## config.mk

```make
export PLATFORM = sky130hd
export DESIGN_NAME = scoreboard_ctrl
export DESIGN_NICKNAME = d
export VERILOG_FILES = /design/src/rtl/scoreboard_pkg.sv /design/src/rtl/shot_clock_counter.sv /design/src/rtl/scoreboard_ctrl.sv
export SDC_FILE = /design/constraint.sdc
export NUM_CORES = 1
export LEC_CHECK = 0
export ABC_CLOCK_PERIOD_IN_PS = 2850
export CORE_MARGIN = 4
export CORE_UTILIZATION = 50
export CTS_CLUSTER_SIZE = 14
export DETAILED_ROUTE_END_ITERATION = 16
export GPL_TIMING_DRIVEN = 0
export PLACE_DENSITY = 0.87
export SYNTH_ARGS = -nofsm -noshare
export SYNTH_HDL_FRONTEND = slang
export SYNTH_SLANG_ARGS = --single-unit
```

## constraint.sdc

```tcl
create_clock -name clk -period 2.85 [get_ports clk]
set_input_delay 0.855 -clock clk [delete_from_list [all_inputs] [get_ports clk]]
set_output_delay 0.855 -clock clk [all_outputs]
set_load 0.03 [all_outputs]
```

## src/rtl/scoreboard_pkg.sv

```systemverilog
// Shared types, default parameters and width constants for the scoreboard controller.
// Saturating score helpers work in SCORE_SUM_W bits so a near-limit add cannot wrap.
package scoreboard_pkg;

  localparam int SCORE_W        = 8;
  localparam int SCORE_SUM_W    = 9;
  localparam int SHOT_W         = 6;
  localparam int SHOT_FULL_DEF  = 24;
  localparam int SHOT_SHORT_DEF = 14;
  localparam int SCORE_MAX_DEF  = 99;

  typedef enum logic [1:0] {
    ST_IDLE,
    ST_RUN,
    ST_PAUSED,
    ST_EXPIRED
  } state_t;

  function automatic logic [SCORE_W-1:0] sat_add(input logic [SCORE_W-1:0] score,
                                                 input logic [1:0]         pts,
                                                 input int                 max_val);
    logic [SCORE_SUM_W-1:0] sum;
    sum = {1'b0, score} + {{(SCORE_SUM_W-2){1'b0}}, pts};
    if (sum > SCORE_SUM_W'(max_val)) begin
      return SCORE_W'(max_val);
    end
    return sum[SCORE_W-1:0];
  endfunction

  function automatic logic [SCORE_W-1:0] sat_sub(input logic [SCORE_W-1:0] score,
                                                 input logic [1:0]         pts);
    logic [SCORE_W-1:0] pts_w;
    pts_w = {{(SCORE_W-2){1'b0}}, pts};
    return (score >= pts_w) ? (score - pts_w) : '0;
  endfunction

endpackage

```

## src/rtl/shot_clock_counter.sv

```systemverilog
// Shot-clock register: full reload, short reload and decrement, in that priority.
// One-edge latency; zero_o flags an empty clock so the caller can stop decrementing.
module shot_clock_counter
  import scoreboard_pkg::*;
#(
  parameter int FULL  = SHOT_FULL_DEF,
  parameter int SHORT = SHOT_SHORT_DEF
) (
  input  logic              clk,
  input  logic              rst,
  input  logic              load_i,
  input  logic              load_short_i,
  input  logic              dec_en_i,
  output logic [SHOT_W-1:0] count_o,
  output logic              zero_o
);

  logic [SHOT_W-1:0] count_q, count_d;

  always_comb begin
    count_d = count_q;
    if (load_i) begin
      count_d = SHOT_W'(FULL);
    end else if (load_short_i) begin
      count_d = SHOT_W'(SHORT);
    end else if (dec_en_i) begin
      count_d = count_q - 1'b1;
    end
  end

  always_ff @(posedge clk or posedge rst) begin
    if (rst) begin
      count_q <= SHOT_W'(FULL);
    end else begin
      count_q <= count_d;
    end
  end

  assign count_o = count_q;
  assign zero_o  = (count_q == '0);

endmodule

```

## src/rtl/scoreboard_ctrl.sv

```systemverilog
// Game scoreboard: play-state FSM, shot clock with horn, saturating team scores.
// Optional last-score undo is built only when SCORE_UNDO_EN is defined.
module scoreboard_ctrl
  import scoreboard_pkg::*;
#(
  parameter int SHOT_FULL  = SHOT_FULL_DEF,
  parameter int SHOT_SHORT = SHOT_SHORT_DEF,
  parameter int SCORE_MAX  = SCORE_MAX_DEF
) (
  input  logic               clk,
  input  logic               rst,
  input  logic               tick_1hz,
  input  logic               start,
  input  logic               pause,
  input  logic [1:0]         add_a,
  input  logic [1:0]         add_b,
  input  logic               shot_rst,
  input  logic               shot_short,
  input  logic               undo,
  output logic [SCORE_W-1:0] score_a,
  output logic [SCORE_W-1:0] score_b,
  output logic [SHOT_W-1:0]  shot_clock,
  output logic               running,
  output logic               horn
);

  state_t             state_q, state_d;
  logic [SCORE_W-1:0] score_a_q, score_a_d;
  logic [SCORE_W-1:0] score_b_q, score_b_d;
  logic               running_q, horn_q;

  logic active, tick_run, reload, expire, shot_zero;
  logic undo_a, undo_b;
  logic [1:0] undo_pts;

  assign active   = (state_q != ST_IDLE);
  assign tick_run = (state_q == ST_RUN) && tick_1hz;
  assign reload   = active && (shot_rst || shot_short);
  // A reload on the final tick keeps play alive rather than expiring.
  assign expire   = tick_run && (shot_clock == SHOT_W'(1)) && !reload;

  shot_clock_counter #(
    .FULL  (SHOT_FULL),
    .SHORT (SHOT_SHORT)
  ) u_shot (
    .clk          (clk),
    .rst          (rst),
    .load_i       (active && shot_rst),
    .load_short_i (active && shot_short && !shot_rst),
    .dec_en_i     (tick_run && !shot_zero),
    .count_o      (shot_clock),
    .zero_o       (shot_zero)
  );

  always_comb begin
    state_d = state_q;
    case (state_q)
      ST_IDLE:    if (start && !pause) state_d = ST_RUN;
      ST_RUN: begin
        if (expire)     state_d = ST_EXPIRED;
        else if (pause) state_d = ST_PAUSED;
      end
      ST_PAUSED:  if (start && !pause) state_d = ST_RUN;
      ST_EXPIRED: if (shot_rst || shot_short) state_d = ST_PAUSED;
      default:    state_d = ST_IDLE;
    endcase
  end

`ifdef SCORE_UNDO_EN
  logic       rec_vld_q, rec_vld_d;
  logic       rec_team_q, rec_team_d;  // 0 = Team A, 1 = Team B
  logic [1:0] rec_pts_q, rec_pts_d;

  // An add to the recorded team in the same clk wins; the undo is dropped.
  assign undo_a   = active && undo && rec_vld_q && !rec_team_q && (add_a == 2'd0);
  assign undo_b   = active && undo && rec_vld_q &&  rec_team_q && (add_b == 2'd0);
  assign undo_pts = rec_pts_q;

  always_comb begin
    rec_vld_d  = rec_vld_q;
    rec_team_d = rec_team_q;
    rec_pts_d  = rec_pts_q;
    if (undo_a || undo_b) begin
      rec_vld_d = 1'b0;
    end
    if (active && (add_b != 2'd0)) begin
      rec_vld_d  = 1'b1;
      rec_team_d = 1'b1;
      rec_pts_d  = add_b;
    end else if (active && (add_a != 2'd0)) begin
      rec_vld_d  = 1'b1;
      rec_team_d = 1'b0;
      rec_pts_d  = add_a;
    end
  end

  always_ff @(posedge clk or posedge rst) begin
    if (rst) begin
      rec_vld_q  <= 1'b0;
      rec_team_q <= 1'b0;
      rec_pts_q  <= 2'd0;
    end else begin
      rec_vld_q  <= rec_vld_d;
      rec_team_q <= rec_team_d;
      rec_pts_q  <= rec_pts_d;
    end
  end
`else
  logic unused_undo;
  assign unused_undo = undo;
  assign undo_a      = 1'b0;
  assign undo_b      = 1'b0;
  assign undo_pts    = 2'd0;
`endif

  always_comb begin
    score_a_d = score_a_q;
    score_b_d = score_b_q;
    if (active && (add_a != 2'd0)) begin
      score_a_d = sat_add(score_a_q, add_a, SCORE_MAX);
    end else if (undo_a) begin
      score_a_d = sat_sub(score_a_q, undo_pts);
    end
    if (active && (add_b != 2'd0)) begin
      score_b_d = sat_add(score_b_q, add_b, SCORE_MAX);
    end else if (undo_b) begin
      score_b_d = sat_sub(score_b_q, undo_pts);
    end
  end

  always_ff @(posedge clk or posedge rst) begin
    if (rst) begin
      state_q   <= ST_IDLE;
      score_a_q <= '0;
      score_b_q <= '0;
      running_q <= 1'b0;
      horn_q    <= 1'b0;
    end else begin
      state_q   <= state_d;
      score_a_q <= score_a_d;
      score_b_q <= score_b_d;
      running_q <= (state_d == ST_RUN);
      horn_q    <= expire;
    end
  end

  assign score_a = score_a_q;
  assign score_b = score_b_q;
  assign running = running_q;
  assign horn    = horn_q;

endmodule

```

# --- After elaboration in Yosys (flattened, before gate mapping) ---
# Index checks and enable logic that the tools add are counted.
totals:
  register_bits: 26
  inputBits: 12
  out_inout_bits: 24
  word_cells: 55
op_classes:
  add_sub_neg: 3
  n_lt_le_gt_ge: 2
  n_eq_ne: 5
  n_mux: 16
  n_reduce_logical: 23
ops:
  columns: ["operator", "n"]
  rows:
  - ["2-to-1 mux 8 bit", 4]
  - ["adder 8 x 2 -> 9 bit", 2]
  - ["> comparator 9 x 7 -> 1 bit (second input constant)", 2]
  - ["2-to-1 mux 6 bit", 3]
  - ["logical AND 1 bit", 11]
  - ["2-to-1 mux 2 bit", 4]
  - ["equality test 6 x 1 -> 1 bit (second input constant)", 1]
  - ["logical NOT 6 bit", 1]
  - ["case mux 2 bit (3 select lines)", 1]
  - ["nonzero test 2 bit", 3]
  - ["subtractor 6 x 1 -> 6 bit (second input constant)", 1]
  - ["equality test 2 x 1 -> 1 bit (second input constant)", 2]
  - ["equality test 2 bit (second input constant)", 2]
  - ["logical NOT 1 bit", 4]
  - ["2-to-1 mux 1 bit", 4]
  - ["nonzero test 3 bit", 1]
  - ["logical NOT 2 bit", 1]
  - ["OR reduction 2 bit", 1]
  - ["logical OR 1 bit", 1]

# --- Longest topological paths before layout ---
# Gate-level depths: netlist of the first run.
depth:
  depth_word: 7
  depth_mapped: 8
  ltp_nobuf: 8

# --- Modules after synthesis ---
# A second synthesis of the first run with hierarchy kept.
unflattened:
  cells_unflattened: 200
  area_unflattened_um2: 1803.0
by_module_without_submodules:
  columns: ["mod", "n_inst", "cells_per_inst", "area_per_inst_um2", "seq_area_each_um2"]
  rows:
  - ["scoreboard_ctrl", 1, 166, 1456.4, 500.5]
  - ["shot_clock_counter", 1, 34, 346.6, 152.6]

# --- Worst setup path after synthesis of the first run ---
# No wires, ideal clock.
synth_timing:
  kind: "input-to-reg"
  start: "input port add_a[0]"
  end: "register score_a_q[2], in the netlist score_a[2]"
  setup_ns: 0.064
  arrival_time_ns: 2.555
  t_required_ns: 2.786
  setup_slack_ns: 0.231
  stages: 7
  path_buffers: 0
  cell_sequence: "ha_1 > fa_1 > nand2b_1 > mux2_2 > a41o_1 > nor4b_1 > a21o_1"
synth_via:
  elab_chain_len: 5
  elab_cells_between_ends: 7
  classes_between: "1 x add/sub; 1 x order compare; 3 x mux; 2 x reduce/logical"
synth_rtl:
  columns: ["item", "line_no", "source"]
  rows:
  - ["start: declaration", "scoreboard_ctrl.sv:15", "input logic [1:0] add_a,"]
  - ["adder 8 x 2 -> 9 bit", "scoreboard_pkg.sv:23", "sum = {1'b0, score} + {{(SCORE_SUM_W-2){1'b0}}, pts};"]
  - ["> comparator 9 x 7 -> 1 bit", "scoreboard_pkg.sv:24", "if (sum > SCORE_SUM_W'(max_val)) begin"]
  - ["2-to-1 mux 1 bit", "scoreboard_pkg.sv:24", null]
  - ["2-to-1 mux 1 bit", "scoreboard_ctrl.sv:119", "if (active && (add_a != 2'd0)) begin"]
  - ["2-to-1 mux 8 bit", "scoreboard_pkg.sv:27", "return sum[SCORE_W-1:0];"]
  - ["end signal: assignment", "scoreboard_ctrl.sv:140", "score_a_q <= score_a_d;"]
  - ["end: declaration", "scoreboard_ctrl.sv:28", "logic [SCORE_W-1:0] score_a_q, score_a_d;"]
# Parallel ways exist; a longest one is shown, timed or not. The select of a mux whose other input is x is not followed.
# A chain may end at the register's enable or synchronous reset.

# --- Worst setup path in the final report of the first run ---
layout_timing:
  start: "input port add_b[1]"
  end: "register score_b_q[2], in the netlist score_b[2]"
layout_via:
  elab_chain_len: 5
  elab_cells_between_ends: 7
  classes_between: "1 x add/sub; 1 x order compare; 3 x mux; 2 x reduce/logical"
layout_rtl:
  columns: ["item", "line_no", "source"]
  rows:
  - ["start: declaration", "scoreboard_ctrl.sv:16", "input logic [1:0] add_b,"]
  - ["adder 8 x 2 -> 9 bit", "scoreboard_pkg.sv:23", null]
  - ["> comparator 9 x 7 -> 1 bit", "scoreboard_pkg.sv:24", null]
  - ["2-to-1 mux 1 bit", "scoreboard_pkg.sv:24", null]
  - ["2-to-1 mux 1 bit", "scoreboard_ctrl.sv:124", "if (active && (add_b != 2'd0)) begin"]
  - ["2-to-1 mux 8 bit", "scoreboard_pkg.sv:27", null]
  - ["end signal: assignment", "scoreboard_ctrl.sv:141", "score_b_q <= score_b_d;"]
  - ["end: declaration", "scoreboard_ctrl.sv:29", "logic [SCORE_W-1:0] score_b_q, score_b_d;"]
# Parallel ways exist; a longest one is shown, timed or not. The select of a mux whose other input is x is not followed.

==> results by group, run 1 <==
Layout
  • Share of layout cells above drive strength 1: approximately an eighth
  • Footprint of the multi-input gates: a little under 1000 um^2
  • Area delta synth->final: 33.39%
  • # fillers: ~230
  • Register Area: 653.1 um^2
  • Nets: about 240
  • Diode count: 0
  • Final core utilization: ~70%

Drt
  • Pre-antenna DRT Iters: 4
  • Via count: roughly 1500
  • Wire length per cell: about 13 um
  • Final WL: 3.476 mm
  • DRC viols: 0
  • Remaining antenna violation count: 0
  • 1st-iter DRT viols: 86
  • DR vias/cell: approximately 5.6

Floorplanning
  • Initial core utilization: 52.66%
  • FP Rows: 20
  • Die span in y: 64.71 um
  • Core ar.: approximately 3100 um^2
  • Die X: roughly 65 um
  • Die footprint: 4187 um^2
  • # IOs: 36

Power and ir drop
  • VDD IR-drop max: between 500 and 600 uV
  • Part of the power in the clock network: between 10% and 20%
  • Pwr dens: around 970 nW/um^2
  • Sw Share: around 45%
  • Total power: between 2 and 2.5 mW
  • LEAKAGE: 0.9211 nW
  • Comb power frac: 56.3%
  • Sequential fraction of design power: a little under a third
  • P_sw: slightly above 0.9 mW
  • Total internal power: around 1.1 mW

Timing
  • Slew Viols, Final: 0
  • Max Fclk: between 300 and 400 MHz
  • Max-slew headroom: about a third
  • Final min period: 2505 ps
  • Slew @ Worst Pin: about 990 ps
  • Final setup violating endpoints: 0
  • RSZ-0062 raised after global routing: false
  • Hold Violations, Final: 0
  • Final worst path period share: about 88%
  • Final clock skew: approximately 7.6 ps

Min path
  • Hold depth: 1
  • Critical hold path startpoint: score_b[6]
  • Worst hold path type: flop to flop

Clocking
  • CTS root buf: clkbuf_4
  • Worst-path clk slew: roughly 140 ps
  • TritonCTS clock tree: done
  • Longest Clk Path Bufs: 2
  • Htree depth: 1
  • Clk_lat worst skew: ~320 ps
  • TritonCTS buffer count: 3
  • Clock sinks: 26

Global routing
  • Overflow left after global routing: 0
  • GRT Overall Usage: roughly 17%
  • Initial antenna violation count: 0
  • Vias in the first global route: 1348
  • Global-route wire length before repair: roughly 6 mm
  • Largest net degree at the start of global routing: 27

Critical path
  • CP Capture Type: flop
  • Worst reg2reg startpoint: score_a[0]
  • Critical path type: primary input to flop
  • CP Launch Type: primary input
  • Worst-path fanout max: 4
  • CP startpoint: add_b[1]
  • Reg2reg path depth: 7
  • Required @ worst endpoint: ~3100 ps
  • Worst path arrival time: approximately 2800 ps

Synthesis
  • Mean Syn Cell Area: between 8 and 9 um^2
  • Post-synth EDFFs: 0
  • Post-synthesis net count: 200
  • Count of state elements after synthesis: 26
  • Yosys Warn Count: 0
  • Post-synth ARST share: 100.0%
  • Syn Inst Count: between 150 and 200
  • Post-Syn Area: 1608 um^2
  • Synth unique cells: 46
  • Synth Flop Type: dfrtp_1
  • Seq/Total Area, Yosys: about two fifths

Placed design
  • Placer Congestion: ~0.84
  • Post-DP HPWL: between 2 and 3 mm
  • Port bufs: 34

Status
  • Outcome: finished, final reports clean

Flow run
  • Number of max-cap violations: 0
worst paths after layout:
path                                      to  slack (ps)
hold reg to reg                   score_b[6]         570
hold / removal                    score_b[6]         570
setup / recovery                  score_b[2]         350
max in group asynchronous  u_shot.count_o[0]        1210
setup reg to reg                  score_a[2]         590
min in group asynchronous         score_a[6]        1040
sequential cells by signal (all words and copies together), names as in the netlist:
name and cells:
running 1, horn 1, score_a 8, u_shot.count_o 6, state_q 2, score_b 8
area by class of cell:
| cell class | count | area share, % |
|---|---|---|
| buffer | 4 | 0.8751 |
| clock buffer | 3 | 1.050 |
| clock inverter | 1 | 1.400 |
| inverter | 6 | 1.050 |
| multi-input combinational | 144 | 45.22 |
| sequential | 26 | 30.46 |
| tap | 44 | 2.567 |
| timing repair buffer | 37 | 17.39 |
cells in the mapped netlist, types with 2 or more instances:
cell type | number | area share, %
dfrtp_1 | 24 | 37
nor2_1 | 22 | 5.1
nand2_1 | 19 | 4.4
a21oi_1 | 13 | 4.0
o21ai_0 | 12 | 3.7
a21o_1 | 8 | 3.7
ha_1 | 6 | 4.7
inv_1 | 6 | 1.4
nand3_1 | 6 | 1.9
nor3_1 | 6 | 1.9
nor4_1 | 4 | 1.6
xnor2_1 | 4 | 2.2
o22ai_1 | 3 | 1.2
or3_1 | 3 | 1.2
a31oi_1 | 2 | 0.78
and2_1 | 2 | 0.78
and3_1 | 2 | 0.78
clkbuf_2 | 2 | 0.62
dfstp_2 | 2 | 3.3
fa_1 | 2 | 2.5
mux2_2 | 2 | 1.4
nand3b_1 | 2 | 0.93
nor3b_1 | 2 | 0.93
o22a_1 | 2 | 1.1
o41ai_1 | 2 | 1.1
xor2_1 | 2 | 1.1
worst max-delay path, cell delays in order:
cell and delay (ps):
dlymetal6s2s_1 190, ha_1 330, a21o_1 190, or4_1 470
o211ai_1 150, o21ai_0 150, a221o_1 300, o22ai_1 120
metal layers:
layer  track usage, %  wire length, um  vias up
li1                 -                -      731
met1            22.04             1619      701
met2            29.63             1678       38
met3            2.946              159        2
met4            5.541               19        0
met5                0                0        -
metrics by stage:
step                      hold WS [ps]  cells  worst slack (ps)  instance area [um^2]  setup TNS (ps)
after floorplan                  615.4    180             230.6                  1608               0
after detailed placement         525.2    258            -492.1                  2003           -4348
after CTS                        563.2    264             13.16                  2085               0
after global placement           506.6    258            -401.8                  2003           -3800
after global routing             635.7    265             246.1                  2145               0
final                            572.6    265             345.2                  2145               0
cells by family after synthesis:
| family | synth area share [%] |
|---|---|
| AO/OA/AOI/OAI | 18.91 |
| AND/OR/NAND/NOR | 24.59 |
| multiplexers | 2.879 |
| buffers and inverters | 2.567 |
| adder cells (fa/ha/maj) | 7.160 |
| XOR/XNOR | 3.268 |
| flip-flops | 40.62 |
power groups by stage:
stage | clock (mW) | sequential [mW] | combinational [mW]
after global routing | 0.275 | 0.686 | 1.29
after floorplan | 0 | 0.858 | 0.534
after detailed placement | 0 | 0.656 | 1.12
after global placement | 0 | 0.652 | 1.10
after CTS | 0.259 | 0.649 | 1.14
final | 0.254 | 0.656 | 1.17
cell usage in the layout (no fill, tap or decap), drive strengths merged, types with 7 or more instances in the layout:
| cell type | count |
|---|---|
| a21oi | 13 |
| nor2 | 22 |
| nand2 | 19 |
| a21o | 8 |
| o21ai | 13 |
| clkdlybuf4s50 | 30 |
| dfrtp | 24 |
| nand3 | 7 |
timing repair:
action                     4_1_cts  5_1_grt
setup endpoints to repair        3       11
pin swaps                        1        5
hold buffers                     0        0
resized for setup                4       10
buffers inserted                 2        1
(Power assumes the default switching activity.)
==> inputs of run 2 (changes only) <==
--- a/config.mk
+++ b/config.mk
@@ -12,6 +12,7 @@
 export DETAILED_ROUTE_END_ITERATION = 16
 export GPL_TIMING_DRIVEN = 0
 export PLACE_DENSITY = 0.87
+export SLEW_MARGIN = 25
 export SYNTH_ARGS = -nofsm -noshare
 export SYNTH_HDL_FRONTEND = slang
 export SYNTH_SLANG_ARGS = --single-unit
==> run 2 against run 1 <==
  * Wire length unchanged
  * Non-clock buffer count unchanged
  * Register-to-register slack about the same
  * First-iteration DRC count down 2.3%
  * Highest routed layer unchanged
  * Critical path type unchanged
  * Core utilization unchanged
  * Design area unchanged
  * Clock power about the same
  * Cell count unchanged
  * Critical path depth unchanged
  * Combinational power about the same
  * Clock skew unchanged
  * Sequential share of layout area unchanged
==> results by group, run 2 (synthesized netlist as in run 1, its figures left out) <==
Placed design
  • Port bufs: 34 (unchanged)
  • Post-DP HPWL: 2.534 mm (unchanged)
  • Placed cell count: 258 (unchanged)
  • Worst slack, placed: -492.1 ps (unchanged)
  • Placer Congestion: 0.8352 (unchanged)

Global routing
  • GRT Overall Usage: 17.30% (unchanged)
  • Vias in the first global route: 1348 (unchanged)
  • Global-route wire length before repair: 5.837 mm (unchanged)
  • Initial antenna violation count: 0 (unchanged)
  • Largest net degree at the start of global routing: 27 (unchanged)
  • Overflow left after global routing: 0 (unchanged)

Layout
  • Footprint of the multi-input gates: 969.7 um^2 (unchanged)
  • Commonest non-fill, non-tap cell in the layout: clkdlybuf4s50_1 (unchanged)
  • Share of layout cells above drive strength 1: 12.67% (was 12.22%)
  • Area delta synth->final: 33.39% (unchanged)
  • Layout Cells excl Fill: 265 (unchanged)
  • Diode count: 0 (unchanged)
  • Most frequent cells in the layout: clkdlybuf4s50_1, dfrtp_1, nor2_1 (unchanged)
  • Nets: 242 (unchanged)
  • # fillers: 234 (unchanged)
  • Register Area: 653.1 um^2 (unchanged)

Critical path
  • CP Launch Type: primary input (unchanged)
  • Required @ worst endpoint: 3100 ps (about the same)
  • CP Capture Type: flop (unchanged)
  • Critical path type: primary input to flop (unchanged)
  • Worst-path fanout max: 4 (unchanged)
  • Worst path arrival time: 2760 ps (about the same)

Floorplanning
  • Die footprint: 4187 um^2 (unchanged)
  • Die X: 64.71 um (unchanged)
  • Initial core utilization: 52.66% (unchanged)
  • FP Rows: 20 (unchanged)
  • Die span in y: 64.71 um (unchanged)
  • Core ar.: 3053 um^2 (unchanged)
  • # IOs: 36 (unchanged)

Timing
  • Final min period: 2505 ps (unchanged)
  • Slew Viols, Final: 0 (unchanged)
  • Max-slew headroom: 51.39% (was 33.95%)
  • Slew @ Worst Pin: 729.2 ps (was 989.7 ps)
  • RSZ-0062 raised after global routing: false (unchanged)
  • Max Fclk: 399.2 MHz (unchanged)
  • Hold Violations, Final: 0 (unchanged)
  • Final worst path period share: 87.89% (unchanged)
  • Final WS setup: 345.2 ps (unchanged)
  • Final setup violating endpoints: 0 (unchanged)
  • Final clock skew: 7.636 ps (unchanged)
  • Setup TNS: 0 ps (unchanged)

Flow run
  • Number of max-cap violations: 0 (unchanged)

Power and ir drop
  • Total power: 2.085 mW (about the same)
  • Pwr dens: 972.3 nW/um^2 (was 972.2 nW/um^2)
  • LEAKAGE: 0.9200 nW (was 0.9211 nW)
  • VDD IR-drop max: 541.0 uV (about the same)

Clocking
  • CTS root buf: clkbuf_4 (unchanged)
  • Longest Clk Path Bufs: 2 (unchanged)
  • Clock sinks: 26 (unchanged)
  • # hold bufs at CTS: 0 (unchanged)
  • TritonCTS buffer count: 3 (unchanged)
  • TritonCTS clock tree: done (unchanged)
  • Clk_lat worst skew: 320 ps (about the same)
  • Htree depth: 1 (unchanged)
  • Worst-path clk slew: 140 ps (about the same)

Drt
  • Wire length per cell: 13.12 um (unchanged)
  • DR vias/cell: 5.555 (unchanged)
  • Remaining antenna violation count: 0 (unchanged)
  • 1st-iter DRT viols: 84 (was 86)
  • DRC viols: 0 (unchanged)
  • Pre-antenna DRT Iters: 4 (unchanged)
  • Final WL: 3.476 mm (unchanged)
  • Via count: 1472 (unchanged)

Status
  • Outcome: finished, final reports clean (unchanged)

Min path
  • Worst hold path type: flop to flop (unchanged)
## run 2: cell counts in the layout (fill, tap and decap cells not counted)
Identical to the previous run, type by type.
## run 2: critical path, stage by stage
cell	delay (ps)
dlymetal6s2s_1	190
ha_1	330
a21o_1	190
or4_1	470
o211ai_1	150
o21ai_0	150
a221o_1	300
o22ai_1	120
## run 2: power by group
part / total [mW] / internal (mW) / switching [mW]
Combinational: 1.18 / 0.513 / 0.662
Sequential: 0.656 / 0.495 / 0.161
Clock: 0.254 / 0.142 / 0.112
Total: 2.09 / 1.15 / 0.936
## run 2: metal layers
layer / track usage [%] / routed length, um
met5: 0 / 0
met4: 5.541 / 19
met3: 2.946 / 159
met2: 29.63 / 1678
met1: 22.04 / 1619
## run 2: worst paths after layout
kind / start / to / slack [ps] / cells after the start
worst max register to register: score_a[0] / score_a[2] / 590 / 7
worst min-delay path: score_b[6] / score_b[6] / 570 / 1
min in group asynchronous: rst / score_a[6] / 880 / 2
max in group asynchronous: rst / u_shot.count_o[4] / 1600 / 2
worst max-delay path: add_b[1] / score_b[2] / 350 / 8
worst min register to register: score_b[6] / score_b[6] / 570 / 1
## run 2: per-stage QoR
step	hold WS, ps	utilization (%)	area (um^2)
finish	572.6	70.25	2145
global route	635.7	70.25	2145
CTS	563.2	68.28	2085
detailed placement	525.2	65.61	2003
global placement	506.6	65.61	2003
floorplan	615.4	-	1608
## run 2: cell type report
class | count | share of cell area, %
well taps | 44 | 2.567
repair buffers | 37 | 17.39
flip-flops and latches | 26 | 30.46
inverters | 6 | 1.050
plain buffers | 4 | 0.8751
clock buffers | 3 | 1.050
clock inverters | 1 | 1.400
multi-input cells | 144 | 45.22
## run 2: repair_timing
item | in CTS | in global routing
setup buffers | 2 | 1
endpoints found under the setup margin | 3 | 11
resized for setup | 4 | 10
pin swaps | 1 | 5
==> inputs of run 3 (changes only) <==
--- a/config.mk
+++ b/config.mk
@@ -8,11 +8,14 @@
 export ABC_CLOCK_PERIOD_IN_PS = 2850
 export CORE_MARGIN = 4
 export CORE_UTILIZATION = 50
+export CTS_BUF_LIST = sky130_fd_sc_hd__clkbuf_16
 export CTS_CLUSTER_SIZE = 14
 export DETAILED_ROUTE_END_ITERATION = 16
 export GPL_TIMING_DRIVEN = 0
-export PLACE_DENSITY = 0.87
+export PLACE_DENSITY = 0.86
+export SKIP_LAST_GASP = 1
 export SLEW_MARGIN = 25
 export SYNTH_ARGS = -nofsm -noshare
 export SYNTH_HDL_FRONTEND = slang
+export SYNTH_HIERARCHICAL = 1
 export SYNTH_SLANG_ARGS = --single-unit
==> run 3 against run 2 <==
  * Power grew 26%
  * First-iteration DRC count up 23%
  * Cell count is 8.7% higher
  * Clock power increased by 22%
  * Wire length increased by 22%
  * Design area grew 9.3%
  * Die area up 11%
==> results by group, run 3 <==
Synthesis
  • Mean Syn Cell Area: 9.015 um^2 (was 8.932 um^2)
  • Synth unique cells: 56 (was 46)
  • Syn Inst Count: 200 (was 180)
  • Post-synth ARST share: 100.0% (unchanged)
  • Post-synth EDFFs: 0 (unchanged)
  • Top cells by count, synth: dfrtp_1, nor2_1, a21oi_1, nand2_1, nand3_1 (was dfrtp_1, nor2_1, nand2_1)
  • Post-Syn Area: 1803 um^2 (was 1608 um^2)
  • Synth Flop Type: dfrtp_1 (unchanged)
  • Yosys Warn Count: 6 (was 0)
  • Post-synthesis net count: 220 (was 200)
  • Count of state elements after synthesis: 26 (unchanged)
  • Yosys top cell area share: 33.31% (was 37.35%)
  • Leading area contributor after synthesis: dfrtp_1 (unchanged)
  • Largest cells by area after synthesis: dfrtp_1, nor2_1, ha_1, a21oi_1, nand3_1 (was dfrtp_1, nor2_1, ha_1, nand2_1, a21oi_1)
  • Seq/Total Area, Yosys: 36.22% (was 40.62%)

Drt
  • Pre-antenna DRT Iters: 4 (unchanged)
  • DR vias/cell: 5.903 (was 5.555)
  • DRC viols: 0 (unchanged)
  • Wire length per cell: 14.68 um (was 13.12 um)
  • Remaining antenna violation count: 0 (unchanged)
  • Final WL: 4.227 mm (was 3.476 mm)
  • Via count: 1700 (was 1472)
  • 1st-iter DRT viols: 103 (was 84)

Layout
  • Area delta synth->final: 29.98% (was 33.39%)
  • Diode count: 0 (unchanged)
  • Register Area: 653.1 um^2 (unchanged)
  • Commonest non-fill, non-tap cell in the layout: clkdlybuf4s50_1 (unchanged)
  • Most frequent cells in the layout: clkdlybuf4s50_1, nor2_1, dfrtp_1 (was clkdlybuf4s50_1, dfrtp_1, nor2_1)
  • Design Area, Final: 2344 um^2 (was 2145 um^2)
  • Share of layout cells above drive strength 1: 14.88% (was 12.67%)
  • # fillers: 283 (was 234)
  • Footprint of the multi-input gates: 1091 um^2 (was 969.7 um^2)
  • Layout Cells excl Fill: 288 (was 265)
  • Nets: 263 (was 242)

Floorplanning
  • # IOs: 36 (unchanged)
  • Die footprint: 4631 um^2 (was 4187 um^2)
  • Die X: 68.05 um (was 64.71 um)
  • FP Rows: 21 (was 20)
  • Initial core utilization: 52.78% (was 52.66%)
  • Core ar.: 3416 um^2 (was 3053 um^2)
  • Die span in y: 68.05 um (was 64.71 um)

Clocking
  • TritonCTS clock tree: done (unchanged)
  • Longest Clk Path Bufs: 2 (unchanged)
  • Worst-path clk slew: 60 ps (was 140 ps)
  • # hold bufs at CTS: 0 (unchanged)
  • Clock sinks: 26 (unchanged)
  • TritonCTS buffer count: 3 (unchanged)
  • Clk_lat worst skew: 260 ps (was 320 ps)
  • CTS root buf: clkbuf_16 (was clkbuf_4)
  • Htree depth: 1 (unchanged)

Timing
  • Slew @ Worst Pin: 822.5 ps (was 729.2 ps)
  • Hold Violations, Final: 0 (unchanged)
  • Final setup violating endpoints: 0 (unchanged)
  • Slew Viols, Final: 0 (unchanged)
  • Max Fclk: 357.6 MHz (was 399.2 MHz)
  • Final min period: 2797 ps (was 2505 ps)
  • Final clock skew: 2.479 ps (was 7.636 ps)
  • Max-slew headroom: 45.17% (was 51.39%)
  • Final worst path period share: 98.12% (was 87.89%)
  • Final WS setup: 53.46 ps (was 345.2 ps)

Placed design
  • Placed cell count: 280 (was 258)
  • Port bufs: 34 (unchanged)
  • Placer Congestion: 0.9075 (was 0.8352)
  • Worst slack, placed: -397.1 ps (was -492.1 ps)
  • Area post-placement: 2201 um^2 (was 2003 um^2)
  • Post-DP HPWL: 2.954 mm (was 2.534 mm)

Global routing
  • Overflow left after global routing: 0 (unchanged)
  • GRT Overall Usage: 19.16% (was 17.30%)
  • Initial antenna violation count: 0 (unchanged)
  • Global-route wire length before repair: 6.913 mm (was 5.837 mm)
  • Largest net degree at the start of global routing: 21 (was 27)
  • Vias in the first global route: 1611 (was 1348)

Critical path
  • Critical path type: primary input to flop (unchanged)
  • CP max stage delay: 450 ps (was 470 ps)
  • Cell family with most CP delay: adder cells (was compound AO/OA/AOI/OAI gates)
  • Required @ worst endpoint: 2980 ps (was 3100 ps)
  • Worst path arrival time: 2920 ps (was 2760 ps)
  • Critical path buffer and inverter count: 1 (unchanged)
  • Worst-path fanout max: 7 (was 4)
  • Crit path cell chain: clkdlybuf4s50_1, ha_1, fa_2, nand4b_1, o21ai_1, nand3_1, o2111ai_1, o211ai_1 (was dlymetal6s2s_1, ha_1, a21o_1, or4_1, o211ai_1, o21ai_0, a221o_1, o22ai_1)
  • Slowest CP cell: clkdlybuf4s50_1 (was or4_1)
  • CP Capture Type: flop (unchanged)
  • CP Launch Type: primary input (unchanged)

Power and ir drop
  • Sequential fraction of design power: 25.6% (was 31.4%)
  • LEAKAGE: 0.9579 nW (was 0.9200 nW)
  • VDD IR-drop max: 490.8 uV (was 541.0 uV)
  • P_sw: 1.232 mW (was 0.9356 mW)
  • Sw Share: 46.85% (was 44.87%)
  • Pwr dens: 1122 nW/um^2 (was 972.3 nW/um^2)
  • Comb power frac: 62.6% (was 56.4%)
  • Total internal power: 1.397 mW (was 1.150 mW)
  • Part of the power in the clock network: 11.8% (was 12.2%)

Min path
  • Worst hold path type: flop to flop (unchanged)

Status
  • Outcome: finished, final reports clean (unchanged)

Flow run
  • Number of max-cap violations: 0 (unchanged)
run 3: through the flow:
stage | hold WS, ps | util [%] | TNS, ps | total power, mW
floorplan | 553.3 | - | 0 | 1.763
global placement | 555.9 | 64.43 | -2665 | 2.204
detailed placement | 561.7 | 64.43 | -2982 | 2.237
CTS | 579.0 | 67.07 | 0 | 2.564
global route | 585.3 | 68.61 | -74.04 | 2.820
finish | 571.2 | 68.61 | 0 | 2.629
run 3: cells by family (layout without fill, tap and decap cells):
kind of cell / count (synthesis) / in the layout / synth area share, %
xor gates and xnor gates: 5 / 5 / 2.429
AOI/OAI and AO/OA: 54 / 54 / 19.99
buffers and inverters: 18 / 60 / 5.135
and+or+nand+nor: 85 / 85 / 26.93
muxes: 4 / 4 / 2.915
adders and majority gates: 8 / 8 / 6.384
DFF: 26 / 26 / 36.23
run 3: worst register-to-register path: stages, from the launching register on:
cell and delay (ps):
dfrtp_1 470, inv_1 100, ha_1 200, and3_1 140, nor3_1 560, nor4b_4 370, nand2_2 90, mux2i_1 130
run 3: layout make-up:
class                      count  area share [%]
clock buffer                   3           3.203
timing repair buffer          38           15.80
tap                           46           2.456
multi-input combinational    156           46.56
inverter                      10           1.602
sequential                    26           27.87
buffer                         8           2.349
clock inverter                 1          0.1602
run 3: power by group through the flow:
stage	registers (mW)	clock network, mW	logic, mW
5_1_grt	0.697	0.326	1.80
4_1_cts	0.672	0.311	1.58
6_report	0.673	0.310	1.65
2_1_floorplan	0.901	0	0.862
3_5_place_dp	0.675	0	1.56
3_3_place_gp	0.673	0	1.53
run 3: repair_timing:
action	4_1_cts	5_1_grt
buffers inserted	0	4
cloned	0	0
endpoints found under the hold margin	0	0
pin swaps	0	5
resized for setup	3	4
endpoints found under the setup margin	4	3
run 3: worst paths after layout:
check / start / endpoint / slack, ps / depth (start not counted)
max: add_a[0] / score_a[3] / 50 / 8
min: score_a[5] / score_a[5] / 570 / 1
max reg2reg: u_shot/count_o[0] / u_shot/count_o[5] / 670 / 7
min reg2reg: score_a[5] / score_a[5] / 570 / 1
max in group asynchronous: rst / running / 1280 / 2
min in group asynchronous: rst / u_shot/count_o[1] / 830 / 2
run 3: per-layer routing:
layer	vias up	global-route usage [%]	share of wire, %
met5	-	0	0
met2	53	32.01	49
li1	815	-	-
met3	6	2.135	3.8
met4	0	6.948	1.6
met1	826	25.55	46
